$ cat src/rtl/rgb_sequencer.sv
// Eight-colour RGB LED sequencer: manual stepping or timed auto-advance,
// with PWM dimming of all lit channels. LED pins are active-low.
module rgb_sequencer #(
    parameter int unsigned DWELL_CYCLES = 12000000,
    parameter int unsigned PWM_BITS     = 8
) (
    input  logic                CLK,
    input  logic                RST_N,
    input  logic                STEP,
    input  logic                MODE,
    input  logic [PWM_BITS-1:0] BRIGHT,
    output logic                LED_R,
    output logic                LED_G,
    output logic                LED_B,
    output logic [2:0]          COLOR_IDX,
    output logic                AUTO
);

    localparam int unsigned DWELL_W = $clog2(DWELL_CYCLES);
    localparam logic [DWELL_W-1:0]  DWELL_LAST = DWELL_W'(DWELL_CYCLES - 1);
    localparam logic [PWM_BITS-1:0] DUTY_FULL  = '1;

    typedef enum logic {
        ST_MANUAL = 1'b0,
        ST_AUTO   = 1'b1
    } state_t;

    state_t              state;
    logic [DWELL_W-1:0]  dwell_cnt;
    logic [PWM_BITS-1:0] pwm_cnt;
    logic [PWM_BITS-1:0] duty;
    logic                step_q;
    logic                mode_q;

    logic                step_rise;
    logic                mode_rise;
    logic                dwell_done;
    logic                pwm_on;
    logic [2:0]          rgb;

    assign step_rise  = STEP & ~step_q;
    assign mode_rise  = MODE & ~mode_q;
    assign dwell_done = (dwell_cnt == DWELL_LAST);
    // Full-scale duty forces always-on; otherwise on for the first `duty` counts.
    assign pwm_on     = (duty == DUTY_FULL) || (pwm_cnt < duty);
    assign AUTO       = (state == ST_AUTO);

    // Colour index to {R,G,B} lit pattern.
    always_comb begin
        rgb = 3'b000;
        case (COLOR_IDX)
            3'd0: rgb = 3'b000;
            3'd1: rgb = 3'b100;
            3'd2: rgb = 3'b010;
            3'd3: rgb = 3'b001;
            3'd4: rgb = 3'b110;
            3'd5: rgb = 3'b011;
            3'd6: rgb = 3'b101;
            3'd7: rgb = 3'b111;
            default: rgb = 3'b000;
        endcase
    end

    always_ff @(posedge CLK) begin
        if (!RST_N) begin
            state     <= ST_MANUAL;
            COLOR_IDX <= 3'd0;
            dwell_cnt <= '0;
            pwm_cnt   <= '0;
            duty      <= '0;
            step_q    <= 1'b1;
            mode_q    <= 1'b1;
            LED_R     <= 1'b1;
            LED_G     <= 1'b1;
            LED_B     <= 1'b1;
        end else begin
            step_q  <= STEP;
            mode_q  <= MODE;
            pwm_cnt <= pwm_cnt + PWM_BITS'(1);
            if (pwm_cnt == '0) begin
                duty <= BRIGHT;
            end
            LED_R <= ~(rgb[2] & pwm_on);
            LED_G <= ~(rgb[1] & pwm_on);
            LED_B <= ~(rgb[0] & pwm_on);

            if (state == ST_MANUAL) begin
                dwell_cnt <= '0;
                if (step_rise) begin
                    COLOR_IDX <= COLOR_IDX + 3'd1;
                end
                if (mode_rise) begin
                    state <= ST_AUTO;
                end
            end else begin
                // Leaving AUTO suppresses a coinciding dwell terminal; a step still counts.
                if (mode_rise) begin
                    state     <= ST_MANUAL;
                    dwell_cnt <= '0;
                    if (step_rise) begin
                        COLOR_IDX <= COLOR_IDX + 3'd1;
                    end
                end else if (step_rise || dwell_done) begin
                    COLOR_IDX <= COLOR_IDX + 3'd1;
                    dwell_cnt <= '0;
                end else begin
                    dwell_cnt <= dwell_cnt + DWELL_W'(1);
                end
            end
        end
    end

endmodule

$ cat config.mk
export PLATFORM = sky130hd
export DESIGN_NAME = rgb_sequencer
export DESIGN_NICKNAME = d
export VERILOG_FILES = /design/src/rtl/rgb_sequencer.sv
export SDC_FILE = /design/constraint.sdc
export NUM_CORES = 1
export LEC_CHECK = 0
export CAP_MARGIN = 10
export CORE_ASPECT_RATIO = 1.25
export CORE_MARGIN = 3
export CORE_UTILIZATION = 55
export CTS_CLUSTER_SIZE = 12
export DETAILED_ROUTE_END_ITERATION = 7
export PLACE_DENSITY = 0.76
export SKIP_CTS_REPAIR_TIMING = 1
export SKIP_LAST_GASP = 1
export SYNTH_ARGS = -nofsm -noshare
export SYNTH_HDL_FRONTEND = slang
export SYNTH_SLANG_ARGS = --single-unit
$ cat constraint.sdc
create_clock -name CLK -period 2.4 [get_ports CLK]
set_input_delay 0.24 -clock CLK [delete_from_list [all_inputs] [get_ports CLK]]
set_output_delay 0.24 -clock CLK [all_outputs]
set_load 0.005 [all_outputs]
==> impl_metrics.py <==
metrics = {
    "floorplanning": {
        "rows": 26,
        "die_x_um": 65.64,
        "die_h_um": 80.54,
        "initial_utilization": 0.5826,
        "ios": 19,
        "die_area_um2": 5286,
        "core-area_um2": 4197,
    },
    "global_route": {
        "grt_pass1_vias": 1753,
        "antenna_found_initial": 0,
        "gr-total-overflow": 0,
        "grt_max_degree": 25,
        "track_usage": 0.1850,
        "grt_pass1_wl_um": 7693,
    },
    "cells_and_area": {
        "multi_input_area_um2": 1333,
        "syn_to_final_growth_pct": 16.48,
        "stdcell_count": 350,
        "nFillCells": 333,
        "drive_gt1_frac": 0.06122,
        "nNetsFinal": 317,
        "regArea_um2": 1041,
        "finalInstanceArea_um2": 2848,
        "n_antenna_cell": 0,
    },
    "setup_path": {
        "crit_fanout": 9,
        "crit_path_end_kind": "flip-flop",
        "cp.required_ps": 2620,
        "crit_path_start_kind": "flip-flop",
        "worstSetupPathType": "reg -> reg",
        "worst-endpoint-arrival_ps": 2320,
    },
    "place": {
        "placed_cells": 342,
        "dpl.hpwl_um": 3196,
        "place_ws_ps": 211.1,
        "gp_congestion": 0.8456,
        "io_buffers": 18,
        "dpl_cell_area_um2": 2710,
    },
    "clock_network": {
        "h-tree-depth": 2,
        "cts_buffers": 5,
        "tritoncts": "built",
        "cts.path.max_buffers": 2,
        "clock-sinks": 52,
        "path_clk_slew_ps": 100,
        "clk_latency_ps": 310,
        "root_buffer": "clkbuf_8",
    },
    "synth": {
        "syn_area_um2": 2445,
        "yosysUniqueCellTypes": 38,
        "ys.flop_type": "dfxtp_1",
        "synth-async-reset-ratio": 0,
        "ys_seq_area_frac": 0.4258,
        "synth_edf_count": 0,
        "syn-num-nets": 293,
        "syn_avg_cell_area_um2": 9.089,
        "synth-seq-cells": 52,
        "syn_inst": 269,
        "yosysWarnings": 0,
    },
    "sta": {
        "min_period_ps": 2095,
        "finalWorstSetupSlack_ps": 304.5,
        "worstMarginPinSlew_ps": 515.3,
        "skew_ps": 14.80,
        "max_freq_mhz": 477.2,
        "finalHoldViolCount": 0,
        "tns_ps": 0,
        "period_share": 0.8731,
        "rsz0062_at_grt": "false",
        "maxSlewViolCount": 0,
        "relSlewSlack": 0.6555,
        "setup_violations": 0,
    },
    "detailed_routing": {
        "vias": 1875,
        "dr.pass1.iters": 4,
        "viasPerCell": 5.357,
        "drt_iter0_markers": 104,
        "drc": 0,
        "ant_nets": 0,
        "wirelength_um": 4464,
        "routedWlPerCell_um": 12.75,
    },
    "power_and_ir_drop": {
        "powerDensity_nw_per_um2": 636.7,
        "p_total_mw": 1.813,
        "p_leak_nw": 1.057,
        "worst_ir_drop_vdd_mv": 0.4785,
    },
    "flow_run": {
        "max_cap_viol_count": 0,
    },
    "run_status": {
        "outcome": "completed",
    },
    "hold_path": {
        "hp-class": "reg -> reg",
    },
}
==> power by group <==
group	switching, mW	leakage [nW]	total, mW	internal (mW)
Sequential	0.0275	0.422	0.918	0.891
Clock	0.290	0.0687	0.709	0.419
Combinational	0.0852	0.566	0.186	0.101
Total	0.403	1.06	1.81	1.41
==> critical path, cell delays in order (launching register included) <==
cell and delay [ps]:
dfxtp_1 390, ha_1 220, and4_1 290, nand4_1 180, o21ai_4 160, buf_4 180, mux2i_1 230, nor3_1 90
a2111oi_2 270
==> synthesized netlist by cell type, types with 6 or more instances <==
master,count,area share
clkbuf_1,6,0.0092
nand3_1,18,0.037
inv_1,13,0.020
xnor2_1,11,0.039
dfxtp_1,52,0.43
ha_1,12,0.061
o21ai_0,9,0.018
xor2_1,18,0.064
mux2i_1,11,0.045
nand2_1,13,0.020
nor2_1,50,0.077
nand2b_1,6,0.015
==> flip-flops by register name, summed over array words and instances (netlist names) <==
register	flops
pwm_cnt	8
dwell_cnt	24
AUTO	1
LED_B	1
duty	8
step_q	1
LED_R	1
rgb	3
COLOR_IDX	3
LED_G	1
mode_q	1
==> cell type report <==
cell class	instances	share of cell area
Timing Repair Buffer	23	0.07645
Multi-Input combinational cell	198	0.4679
Sequential cell	52	0.3656
Clock inverter	3	0.02417
Inverter	13	0.01714
Clock buffer	5	0.02417
Tap cell	56	0.02460
==> logic make-up (layout without fill, tap and decap cells) <==
group           after synthesis  count (layout)  share of synthesized area
fa+ha+maj                    13              13                    0.06551
flops                        52              52                     0.4258
mux                          11              11                    0.04504
compound gates               25              25                    0.08137
buf+inv                      19              44                    0.02917
xor+xnor                     29              29                     0.1039
simple gates                120             120                     0.2492
==> per-layer routing <==
metal / wire, µm / GRT usage / part of all wire
met2: 2234 / 0.3250 / 0.50
met4: 76 / 0.06846 / 0.017
met5: 0 / 0 / 0
met3: 151 / 0.04895 / 0.034
met1: 2001 / 0.2113 / 0.45
==> layout by cell type, fill, tap and decap left out, types with 2 or more instances in the layout <==
cell / n
a211oi_1: 2
a21o_1: 3
and2_1: 4
and3_1: 4
and4_1: 5
and4bb_1: 2
buf_4: 5
bufinv_16: 2
clkbuf_8: 5
clkdlybuf4s50_1: 18
dfxtp_1: 52
ha_1: 12
inv_1: 13
mux2i_1: 11
nand2_1: 13
nand2b_1: 6
nand3_1: 18
nand4_1: 5
nor2_1: 50
nor2b_1: 2
nor3_1: 4
o21a_1: 2
o21ai_0: 9
or3_1: 2
xnor2_1: 11
xor2_1: 18
==> through the flow <==
| stage | util | hold slack [ps] |
|---|---|---|
| after floorplan | - | 313.0 |
| after global placement | 0.6458 | 360.1 |
| after detailed placement | 0.6458 | 367.1 |
| after CTS | 0.6786 | 390.5 |
| after global routing | 0.6786 | 413.6 |
| final | 0.6786 | 388.2 |
==> final timing paths <==
| kind | from | endpoint | slack (ps) | cells past startpoint |
|---|---|---|---|---|
| hold / removal | rgb[2] | LED_R | 390 | 1 |
| setup / recovery | dwell_cnt[0] | rgb[1] | 300 | 8 |
| hold reg to reg | rgb[2] | LED_R | 390 | 1 |
| setup reg to reg | dwell_cnt[0] | rgb[1] | 300 | 8 |
(Power assumes the default switching activity.)
